==> config.mk <==
export PLATFORM = sky130hd
export DESIGN_NAME = serial_addsub_ctrl
export DESIGN_NICKNAME = d
export VERILOG_FILES = /design/src/rtl/addsub_pkg.sv /design/src/rtl/serial_addsub_ctrl_full_adder.sv /design/src/rtl/serial_addsub_ctrl.sv
export SDC_FILE = /design/constraint.sdc
export NUM_CORES = 1
export LEC_CHECK = 0
export CAP_MARGIN = 20
export CORE_ASPECT_RATIO = 0.9
export CORE_MARGIN = 2
export CORE_UTILIZATION = 55
export CTS_CLUSTER_SIZE = 40
export DETAILED_ROUTE_END_ITERATION = 12
export DONT_BUFFER_PORTS = 1
export PLACE_DENSITY = 0.73
export SYNTH_ARGS = -nofsm -noshare
export SYNTH_HDL_FRONTEND = slang
export SYNTH_SLANG_ARGS = --single-unit
==> constraint.sdc <==
create_clock -name clk -period 1.5 [get_ports clk]
set_input_delay 0.3 -clock clk [delete_from_list [all_inputs] [get_ports clk]]
set_output_delay 0.3 -clock clk [all_outputs]
set_load 0.02 [all_outputs]
==> src/rtl/addsub_pkg.sv <==
// Shared definitions for the bit-serial add/subtract controller.
package addsub_pkg;

    localparam logic OP_ADD = 1'b0;
    localparam logic OP_SUB = 1'b1;

    typedef enum logic [1:0] {
        ST_IDLE = 2'd0,
        ST_RUN  = 2'd1,
        ST_DONE = 2'd2
    } state_t;

endpackage

==> src/rtl/serial_addsub_ctrl_full_adder.sv <==
// One-bit full adder cell that is time-shared by the serial controller.
module full_adder (
    input  logic a,
    input  logic b,
    input  logic cin,
    output logic s,
    output logic cout
);

    assign s    = a ^ b ^ cin;
    assign cout = (a & b) | (a & cin) | (b & cin);

endmodule

==> src/rtl/serial_addsub_ctrl.sv <==
// Bit-serial add/subtract controller: one full_adder cell, LSB first, one bit per clock.
// Optional signed overflow flag is enabled by defining OVF_DETECT_EN.
module serial_addsub_ctrl
    import addsub_pkg::*;
#(
    parameter int WIDTH = 8
) (
    input  logic             clk,
    input  logic             rst_n,
    input  logic             start,
    input  logic             op,
    input  logic [WIDTH-1:0] a,
    input  logic [WIDTH-1:0] b,
    output logic             ready,
    output logic             done,
    output logic [WIDTH-1:0] result,
    output logic             cout,
    output logic             ovf
);

    localparam int CNT_W = $clog2(WIDTH) + 1;
    localparam logic [CNT_W-1:0] LAST_BIT = CNT_W'(WIDTH - 1);

    state_t           state_q;
    logic             ready_q;
    logic             done_q;
    logic             carry_q;
    logic             cout_q;
    logic [CNT_W-1:0] cnt_q;
    logic [WIDTH-1:0] sreg_a_q;
    logic [WIDTH-1:0] sreg_b_q;
    logic [WIDTH-1:0] acc_q;
    logic [WIDTH-1:0] result_q;
    logic [WIDTH-1:0] acc_d;
    logic             fa_s;
    logic             fa_cout;
`ifdef OVF_DETECT_EN
    logic             ovf_q;
`endif

    full_adder u_full_adder (
        .a    (sreg_a_q[0]),
        .b    (sreg_b_q[0]),
        .cin  (carry_q),
        .s    (fa_s),
        .cout (fa_cout)
    );

    // Sum bits enter from the MSB side so the word is aligned after WIDTH shifts.
    assign acc_d = {fa_s, acc_q[WIDTH-1:1]};

    always_ff @(posedge clk or negedge rst_n) begin
        if (!rst_n) begin
            state_q  <= ST_IDLE;
            ready_q  <= 1'b1;
            done_q   <= 1'b0;
            carry_q  <= 1'b0;
            cout_q   <= 1'b0;
            cnt_q    <= '0;
            sreg_a_q <= '0;
            sreg_b_q <= '0;
            acc_q    <= '0;
            result_q <= '0;
`ifdef OVF_DETECT_EN
            ovf_q    <= 1'b0;
`endif
        end else begin
            case (state_q)
                ST_IDLE: begin
                    if (start) begin
                        // Subtract is A + ~B + 1: invert B and seed the carry with 1.
                        sreg_a_q <= a;
                        sreg_b_q <= (op == OP_SUB) ? ~b : b;
                        carry_q  <= (op == OP_SUB);
                        cnt_q    <= '0;
                        ready_q  <= 1'b0;
                        state_q  <= ST_RUN;
                    end
                end
                ST_RUN: begin
                    sreg_a_q <= sreg_a_q >> 1;
                    sreg_b_q <= sreg_b_q >> 1;
                    acc_q    <= acc_d;
                    carry_q  <= fa_cout;
                    cnt_q    <= cnt_q + 1'b1;
                    if (cnt_q == LAST_BIT) begin
                        result_q <= acc_d;
                        cout_q   <= fa_cout;
`ifdef OVF_DETECT_EN
                        // carry_q here is the carry into the MSB.
                        ovf_q    <= carry_q ^ fa_cout;
`endif
                        done_q   <= 1'b1;
                        state_q  <= ST_DONE;
                    end
                end
                ST_DONE: begin
                    done_q  <= 1'b0;
                    ready_q <= 1'b1;
                    state_q <= ST_IDLE;
                end
                default: begin
                    done_q  <= 1'b0;
                    ready_q <= 1'b1;
                    state_q <= ST_IDLE;
                end
            endcase
        end
    end

    assign ready  = ready_q;
    assign done   = done_q;
    assign result = result_q;
    assign cout   = cout_q;
`ifdef OVF_DETECT_EN
    assign ovf    = ovf_q;
`else
    assign ovf    = 1'b0;
`endif

endmodule

==> metrics.md, run 1 <==
| Metric | Value |
|---|---|
| Fin. Hold Viols | `0` |
| DR vias | `1272` |
| Pwr per Cell Area | `2130 nW/µm²` |
| 1st-pass router iterations | `4` |
| Number of vias per cell | `5.76` |
| Core Area | `3300 µm²` |
| Drt drc | `0` |
| Worst Setup EP | `result[1]$_DFFE_PN0P_` |
| Crit end category | `flop` |
| Post-synth EDFFs | `0` |
| Area leader, netlist | `dfrtp_1` |
| Cell leakage power | `0.000934 µW` |
| Post-Route Utilization | `0.633` |
| Gpl congestion | `0.725` |
| Critical path arrival | `1.60 ns` |
| Later-pin clock latency in the skew report | `0.29 ns` |
| Die Ht | `59.2 µm` |
| Most frequent cell after synthesis | `dfrtp_1` |
| Most used DFF post-synth | `dfrtp_1` |
| Outcome | `finished clean` |
| Critical path cell sequence | `ha_4 > nand2_1 > nor3_4 > buf_12 > mux2_2` |
| Worst R2R End | `result[1]$_DFFE_PN0P_` |
| Largest net degree at the start of global routing | `42` |
| Post-route ant nets | `0` |
| Worst R2R Setup Slack | `0.07 ns` |
| Critical Path Start Type | `flop` |
| Area grow syn2layout | `12.2%` |
| Layout cells sized above 1 | `0.192` |
| DR iter-0 viols | `106` |
| VDD IR max | `1180 µV` |
| Share of flip-flops with an asynchronous set or reset | `1.00` |
| Final wirelength | `3460 µm` |
| Setup TNS | `0 ns` |
| CTS root buffer | `clkbuf_8` |
| ANT cells | `0` |
| Filler cells | `272` |
| Post-Synthesis Cells | `169` |
| Endpoints failing setup | `0` |
| Average wire per standard cell | `15.6 µm` |
| Final nets | `198` |
| Largest fanout on the critical path | `11` |
| Synth cell count leaders | `dfrtp_1 (40), nand2_1 (33), a22oi_1 (21)` |
| TritonCTS Buffers | `5` |
| Post-DP HPWL | `2420 µm` |
| Clock Sinks | `41` |
| First-pass GRT wire length | `5930 µm` |
| Clock transition at path regs | `0.07 ns` |
| Vias in the first global route | `1261` |
| Top-area cell type share of the netlist area | `0.537` |
| CTS tree | `yes` |
| Ys Warns | `0` |
| IO Count | `32` |
| HP Class | `input port to flop` |
| CTS H-tree lvls | `2` |
| Number of max-cap violations | `0` |
| Die ar. | `3870 µm²` |
| Max stage delay on crit path | `0.42 ns` |
| Seq/Total Area, Yosys | `0.551` |
| Netlist Area Pre-Place | `1860 µm²` |
| Largest cells by area after synthesis | `dfrtp_1 (54%), a22oi_1 (8.5%), nand2_1 (6.6%)` |
| Post-synth cell types | `37` |
| Initial core utilization | `0.564` |
| Critical path type | `flop to flop` |
| Syn Area/Cell | `11.0 µm²` |
| Slew Viols, Final | `0` |
| Register bit total from synthesis | `41` |
| Hold path startpoint | `b[7]` |
| Die Span X | `65.4 µm` |
| Clock Path Buffers | `2` |
| RSZ-0062 raised after global routing | `no` |
| Worst r2r src | `cnt_q[1]$_DFFE_PN0P_` |
| Gr ovfl total | `0` |
| Port buffer count | `0` |
| Global Route Usage Sum | `0.204` |
| Row Count | `20` |
| Synth Net Count | `191` |
| Initial antenna violation count | `0` |
| WP data required | `1.67 ns` |
| Min cycle time layout | `1.43 ns` |
| Clock Skew | `0.00778 ns` |
| Fmax | `698 MHz` |
| Final period utilization | `0.955` |
| Slowest stage cell, crit path | `dfrtp_1` |
| CP Launch Point | `cnt_q[1]$_DFFE_PN0P_` |
| R2R cell count | `5` |
==> metal layers <==
| metal | track usage | vias to the layer above | share of wire |
|---|---|---|---|
| met3 | 0.0589 | 5 | 0.049 |
| met5 | 0 | - | 0 |
| met4 | 0.0714 | 0 | 0.011 |
| met2 | 0.321 | 24 | 0.48 |
| li1 | - | 606 | - |
| met1 | 0.275 | 637 | 0.46 |
==> registers in the layout, summed over array words and instances, names as in the netlist <==
name,count
cout,1
sreg_a_q,8
state_q,2
result,8
acc_q,7
done,1
cnt_q,4
carry_q,1
ready,1
sreg_b_q,8
==> repair_timing <==
item	in CTS	in global routing
gates resized for setup	0	4
endpoints found under the hold margin	41	0
hold buffers	2	0
setup endpoints to repair	0	10
buffers inserted	0	0
==> stage by stage <==
stage          hold slack (ns)  power [µW]  cells  cell area, µm²  setup WS [ns]
3_3_place_gp           0.00534        3470    211            1940          0.102
4_1_cts                  0.216        4450    221            2070         0.0191
6_report                 0.217        4460    221            2090         0.0679
2_1_floorplan          0.00441        3140    169            1860         0.0575
5_1_grt                  0.233        4800    221            2090        0.00318
3_5_place_dp           0.00535        3560    211            1940         0.0284
==> cells by family after synthesis <==
kind of cell	share of synthesized area
AO/OA/AOI/OAI	0.183
XOR/XNOR	0.0376
adder cells (fa/ha/maj)	0.0175
buffers and inverters	0.0430
flip-flops	0.551
multiplexers	0.0598
other	0.00201
AND/OR/NAND/NOR	0.105
==> where the power goes <==
part | switching (µW) | internal (µW) | total [µW]
clock network | 360 | 494 | 853
registers | 554 | 1590 | 2140
logic | 746 | 716 | 1460
total | 1660 | 2800 | 4460
==> worst min-delay path by stage <==
| stage | to | slack, ns | depth (start not counted) |
|---|---|---|---|
| final | sreg_b_q[7]$_DFFE_PN0P_ | 0.22 | 3 |
| after global routing | sreg_b_q[4]$_DFFE_PN0P_ | 0.23 | 2 |
| after CTS | sreg_b_q[7]$_DFFE_PN0P_ | 0.22 | 3 |
| after detailed placement | sreg_b_q[4]$_DFFE_PN0P_ | 0.005 | 0 |
| after global placement | sreg_b_q[3]$_DFFE_PN0P_ | 0.005 | 0 |
| after floorplan | acc_q[1]$_DFFE_PN0P_ | 0.004 | 0 |
==> cell usage in the layout, fill, tap and decap left out, types with 2 or more instances in the layout <==
cell type	n
buf_12	2
mux2_2	9
o211ai_1	3
nor2b_1	2
nand2b_1	2
buf_4	9
a22oi_1	21
xnor2_1	7
o21ai_0	13
nand2_1	33
o221ai_1	2
dfrtp_1	39
a22o_1	2
clkbuf_8	5
nor2_1	3
inv_1	2
==> cell type report <==
| type | count | area [µm²] | share of cell area |
|---|---|---|---|
| repair buffers | 12 | 118 | 0.0563 |
| flip-flops and latches | 41 | 1030 | 0.492 |
| multi-input cells | 113 | 771 | 0.369 |
| clock inverters | 2 | 35.0 | 0.0168 |
| well taps | 44 | 55.1 | 0.0263 |
| clock buffers | 6 | 72.6 | 0.0347 |
| inverters | 3 | 11.3 | 0.00539 |
==> critical path: cells and delay by family (launching register included) <==
family	cells	cell delay, ns
adder cells (fa/ha/maj)	1	0.16
AND/OR/NAND/NOR	2	0.26
multiplexers	1	0.33
buffers and inverters	1	0.16
flip-flops	1	0.42
Power figures use the tool's default switching activity.
==> run 2: changes to the inputs <==
--- a/config.mk
+++ b/config.mk
@@ -12,7 +12,8 @@
 export CTS_CLUSTER_SIZE = 40
 export DETAILED_ROUTE_END_ITERATION = 12
 export DONT_BUFFER_PORTS = 1
-export PLACE_DENSITY = 0.73
+export PLACE_DENSITY_LB_ADDON = 0.08
 export SYNTH_ARGS = -nofsm -noshare
 export SYNTH_HDL_FRONTEND = slang
 export SYNTH_SLANG_ARGS = --single-unit
+export TNS_END_PERCENT = 30
==> metrics.md, run 2 (synthesis results as in run 1) <==
| Metric | Value |
|---|---|
| Failing checks | `setup timing` |
| Largest net degree at the start of global routing | `42` |
| Hold WS | `0.193 ns` |
| Global Route Usage Sum | `0.223` |
| DR iter-0 viols | `97` |
| DR vias | `1344` |
| Pre-CTS setup slack | `0.0220 ns` |
| TritonCTS Buffers | `5` |
| Part of the power in combinational logic | `0.375` |
| Area grow syn2layout | `16.7%` |
| Outcome | `finished, violations left` |
| Max stage delay on crit path | `0.42 ns` |
| VDD IR max | `1160 µV` |
| Gpl congestion | `0.750` |
| Sequential share of power | `0.474` |
| Min cycle time layout | `1.53 ns` |
| Layout cells sized above 1 | `0.223` |
| Stages on worst setup path | `5` |
| CTS root buffer | `clkbuf_8` |
| Internal power | `2800 µW` |
| Drt drc | `0` |
| Critical path type | `flop to flop` |
| Largest fanout on the critical path | `4` |
| Die Ht | `59.2 µm` |
| Commonest non-fill, non-tap cell in the layout | `dfrtp_1` |
| Total power | `4580 µW` |
| Sw Share | `0.389` |
| Critical Path Start Type | `flop` |
| Final period utilization | `1.02` |
| Psw | `1780 µW` |
| RSZ-0062 raised after global routing | `yes` |
| Final WS setup | `-0.0265 ns` |
| Crit end category | `flop` |
| Post-Route Utilization | `0.658` |
| Clock transition at path regs | `0.08 ns` |
| CTS H-tree lvls | `2` |
| Average wire per standard cell | `17.3 µm` |
| Post-route ant nets | `0` |
| CTS tree | `yes` |
| Final wirelength | `3950 µm` |
| Initial antenna violation count | `0` |
| Row Count | `20` |
| IO Count | `32` |
| Fin. Hold Viols | `0` |
| WP data required | `1.68 ns` |
| Endpoints failing setup | `9` |
| Slew Viols, Final | `0` |
| Slowest stage cell, crit path | `dfrtp_1` |
| Hold path cells | `3` |
| Fmax | `655 MHz` |
| Final nets | `205` |
| R2R cell count | `5` |
| First-pass GRT wire length | `6300 µm` |
| Clock Skew | `0.00841 ns` |
| Clock Sinks | `41` |
| Gr ovfl total | `0` |
| Port buffer count | `0` |
| Later-pin clock latency in the skew report | `0.30 ns` |
| Buf+Inv Stages, Crit Path | `1` |
| Post-DP HPWL | `2540 µm` |
| Pwr per Cell Area | `2110 nW/µm²` |
| Clk pwr share | `0.151` |
| Cell leakage power | `0.000993 µW` |
| CP top delay family | `flip-flops` |
| 1st-pass router iterations | `4` |
| Filler cells | `268` |
| Critical path cell sequence | `ha_4 > nand2_4 > nor3_4 > clkbuf_16 > mux2_4` |
| ANT cells | `0` |
| Most frequent cells in the layout | `dfrtp_1 (39), nand2_1 (32), a22oi_1 (21)` |
| Number of max-cap violations | `0` |
| HP Class | `input port to flop` |
| Core Area | `3300 µm²` |
| Clock Path Buffers | `2` |
| Initial core utilization | `0.564` |
| Critical path arrival | `1.71 ns` |
| Number of vias per cell | `5.89` |
| Vias in the first global route | `1332` |
| Final Cell Area | `2170 µm²` |
| DP Area | `1940 µm²` |
| Die ar. | `3870 µm²` |
| Die Span X | `65.4 µm` |
run 2: cell types whose count changed in the layout (fill, tap and decap cells not counted), sizes merged:
cell,change
clkinv,+1
clkbuf,+1
bufinv,-1
buf,+6
run 2: layer usage:
metal,global-route usage,vias up,share of wire
met1,0.295,682,0.46
li1,-,621,-
met3,0.0627,8,0.043
met2,0.343,33,0.48
met4,0.107,0,0.018
met5,0,-,0
run 2: worst paths after layout:
kind / from / end / slack, ns
setup / recovery: cnt_q[1]$_DFFE_PN0P_ / result[3]$_DFFE_PN0P_ / -0.03
hold / removal: b[7] / sreg_b_q[7]$_DFFE_PN0P_ / 0.19
setup reg to reg: cnt_q[1]$_DFFE_PN0P_ / result[3]$_DFFE_PN0P_ / -0.03
hold reg to reg: acc_q[1]$_DFFE_PN0P_ / acc_q[1]$_DFFE_PN0P_ / 0.50
max in group asynchronous: rst_n / ready$_DFFE_PN1P_ / 0.78
min in group asynchronous: rst_n / sreg_b_q[2]$_DFFE_PN0P_ / 0.45
run 2: worst reg2reg max path: stages (launching register included):
cell       delay (ns)
dfrtp_1          0.42
ha_4             0.17
nand2_4          0.05
nor3_4           0.28
clkbuf_16        0.20
mux2_4           0.29
run 2: timing repair:
item / in CTS / in global routing
hold endpoints to repair: 41 / 0
resized for setup: 0 / 14
setup buffers: 0 / 6
setup endpoints to repair: 0 / 9
hold buffers: 2 / 0
run 2: area by class of cell:
| class | count | area (µm²) | area share |
|---|---|---|---|
| clock inverter | 2 | 10.0 | 0.00460 |
| timing repair buffer | 19 | 188 | 0.0863 |
| tap | 44 | 55.1 | 0.0253 |
| sequential | 41 | 1030 | 0.473 |
| multi-input combinational | 113 | 810 | 0.372 |
| clock buffer | 6 | 72.6 | 0.0334 |
| inverter | 3 | 11.3 | 0.00518 |
run 2: metrics by stage:
stage | cells | setup TNS (ns)
after floorplan | 169 | 0
after global placement | 211 | 0
after detailed placement | 211 | 0
after CTS | 221 | 0
after global routing | 228 | -0.451
final | 228 | -0.102
run 2: power groups by stage:
stage	clock network [µW]	logic (µW)	registers, µW
finish	694	1720	2170
global route	764	1910	2240
CTS	705	1460	2140
detailed placement	0	1420	2160
global placement	0	1370	2120
floorplan	0	1110	2030
==> run 3: changes to the inputs <==
--- a/config.mk
+++ b/config.mk
@@ -5,10 +5,12 @@
 export SDC_FILE = /design/constraint.sdc
 export NUM_CORES = 1
 export LEC_CHECK = 0
+export ABC_AREA = 1
 export CAP_MARGIN = 20
 export CORE_ASPECT_RATIO = 0.9
 export CORE_MARGIN = 2
-export CORE_UTILIZATION = 55
+export CORE_UTILIZATION = 57
+export CTS_CLUSTER_DIAMETER = 40
 export CTS_CLUSTER_SIZE = 40
 export DETAILED_ROUTE_END_ITERATION = 12
 export DONT_BUFFER_PORTS = 1
==> constraint.sdc (replaced) <==
create_clock -name clk -period 1.95 [get_ports clk]
set_input_delay 0.39 -clock clk [delete_from_list [all_inputs] [get_ports clk]]
set_output_delay 0.39 -clock clk [all_outputs]
set_load 0.02 [all_outputs]
==> metrics.md, run 3 <==
| Metric | Value |
|---|---|
| Outcome | `finished clean` |
| Area grow syn2layout | `6.04%` |
| Port buffer count | `0` |
| Critical path type | `flop to flop` |
| Post-CTS sizing | `0` |
| Most frequent cells in the layout | `nand2_1 (98), dfrtp_1 (40), nand3_1 (39)` |
| Worst r2r src | `state_q[1]$_DFFE_PN0P_` |
| Filler cells | `280` |
| Gpl congestion | `0.813` |
| Layout cells sized above 1 | `0.0749` |
| Post-synth EDFFs | `0` |
| Post-DP HPWL | `2450 µm` |
| CTS root buffer | `clkbuf_8` |
| Vias in the first global route | `1391` |
| Later-pin clock latency in the skew report | `0.29 ns` |
| Row Count | `19` |
| Final period utilization | `0.760` |
| Number of max-cap violations | `0` |
| R2R cell count | `6` |
| Clock transition at path regs | `0.08 ns` |
| Max_slew headroom | `0.542` |
| Area leader, netlist | `dfrtp_1` |
| Critical Path Start Type | `flop` |
| Drt drc | `0` |
| Fin. Hold Viols | `0` |
| Syn Area/Cell | `8.31 µm²` |
| Most frequent cell after synthesis | `nand2_1` |
| Synth Net Count | `249` |
| Worst R2R End | `result[1]$_DFFE_PN0P_` |
| Largest cells by area after synthesis | `dfrtp_1 (53%), nand2_1 (20%), nand3_1 (10%)` |
| Hold path cells | `2` |
| Setup Buffers After CTS | `0` |
| Global Route Usage Sum | `0.214` |
| Final wirelength | `3590 µm` |
| Core Area | `3110 µm²` |
| Max stage delay on crit path | `0.41 ns` |
| Average wire per standard cell | `13.3 µm` |
| Slew Viols, Final | `0` |
| Pwr per Cell Area | `1560 nW/µm²` |
| Share of flip-flops with an asynchronous set or reset | `1.00` |
| Pre-CTS setup slack | `0.497 ns` |
| DR iter-0 viols | `125` |
| Worst R2R Setup Slack | `0.47 ns` |
| Crit end category | `flop` |
| Final WS setup | `0.467 ns` |
| Netlist Area Pre-Place | `1890 µm²` |
| Setup TNS | `0 ns` |
| Die Ht | `58.6 µm` |
| Post-route ant nets | `0` |
| WP data required | `2.13 ns` |
| Critical path cell sequence | `inv_2 > nand2_4 > inv_4 > nand2_2 > nand2_1 > nand2_1` |
| Initial antenna violation count | `0` |
| Ys Warns | `0` |
| Commonest non-fill, non-tap cell in the layout | `nand2_1` |
| Post-Synthesis Cells | `227` |
| Critical path arrival | `1.66 ns` |
| Die ar. | `3780 µm²` |
| DR vias | `1459` |
| CTS tree | `yes` |
| Clock Sinks | `41` |
| Clock Skew | `0.00736 ns` |
| HP Class | `input port to flop` |
| Slowest stage cell, crit path | `dfrtp_1` |
| VDD IR max | `682 µV` |
| Most frequent cell on the critical path | `nand2_1` |
| Number of vias per cell | `5.42` |
| Synth cell count leaders | `nand2_1 (98), dfrtp_1 (40), nand3_1 (39)` |
| First-pass GRT wire length | `6120 µm` |
| CTS H-tree lvls | `2` |
| CP top delay family | `simple AND/OR/NAND/NOR gates` |
| Hold path startpoint | `a[7]` |
| Most used DFF post-synth | `dfrtp_1` |
| Clock Path Buffers | `2` |
| DP Area | `1860 µm²` |
| Post-Route Utilization | `0.642` |
| CP Launch Point | `state_q[1]$_DFFE_PN0P_` |
| Min cycle time layout | `1.48 ns` |
| RSZ-0062 raised after global routing | `no` |
| Buf+Inv Stages, Crit Path | `2` |
| TritonCTS Buffers | `5` |
| Final nets | `248` |
| Total power | `3130 µW` |
| Worst-Margin Slew | `0.685 ns` |
| Register bit total from synthesis | `41` |
| Final Cell Area | `2000 µm²` |
| Endpoints failing setup | `0` |
| Top-area cell type share of the netlist area | `0.531` |
| Die Span X | `64.6 µm` |
| Worst Setup EP | `result[1]$_DFFE_PN0P_` |
| ANT cells | `0` |
| Cell leakage power | `0.00104 µW` |
| Largest fanout on the critical path | `32` |
| 1st-pass router iterations | `4` |
| Initial core utilization | `0.605` |
| Fmax | `674 MHz` |
| Seq/Total Area, Yosys | `0.545` |
| Gr ovfl total | `0` |
| Stages on worst setup path | `6` |
| Post-synth cell types | `22` |
| Largest net degree at the start of global routing | `42` |
| IO Count | `32` |
[run 3: kinds of logic (layout without fill, tap and decap cells)]
family | after synthesis | count (layout) | share of synthesized area
flip-flops | 41 | 41 | 0.545
AND/OR/NAND/NOR | 147 | 147 | 0.332
other | 1 | 1 | 0.00199
XOR/XNOR | 1 | 1 | 0.00465
buffers and inverters | 25 | 25 | 0.0730
AO/OA/AOI/OAI | 10 | 10 | 0.0265
adder cells (fa/ha/maj) | 2 | 2 | 0.0173
[run 3: what timing repair did]
item	in CTS	in global routing
setup endpoints to repair	0	0
hold buffers	2	0
hold endpoints to repair	41	0
[run 3: worst min-delay path by stage]
stage / end / slack, ns
6_report: sreg_a_q[7]$_DFFE_PN0P_ / 0.21
2_1_floorplan: acc_q[1]$_DFFE_PN0P_ / 0.09
5_1_grt: sreg_a_q[2]$_DFFE_PN0P_ / 0.21
3_3_place_gp: result[5]$_DFFE_PN0P_ / 0.1
4_1_cts: sreg_a_q[2]$_DFFE_PN0P_ / 0.21
3_5_place_dp: done$_DFFE_PN0P_ / 0.1
[run 3: final cells by class]
type                    count  area [µm²]  area share
flip-flops and latches     41        1030       0.514
multi-input cells         161         721       0.360
clock buffers               6        72.6      0.0363
inverters                  15        61.3      0.0307
well taps                  42        52.6      0.0263
clock inverters             2        35.0      0.0175
repair buffers              2        30.0      0.0150
[run 3: power by group]
group          switching, µW  internal, µW
combinational            559           302
clock                    282           380
sequential               390          1220
[run 3: through the flow]
step	hold slack, ns	instances
floorplan	0.0944	227
global placement	0.0954	259
detailed placement	0.0955	259
CTS	0.210	269
global route	0.212	269
finish	0.213	269
[run 3: per-layer routing]
layer,share of wire,GRT usage,vias up
met3,0.055,0.0784,4
met5,0,0,-
met4,0.0089,0.0638,0
met1,0.46,0.277,713
li1,-,-,709
met2,0.48,0.342,33
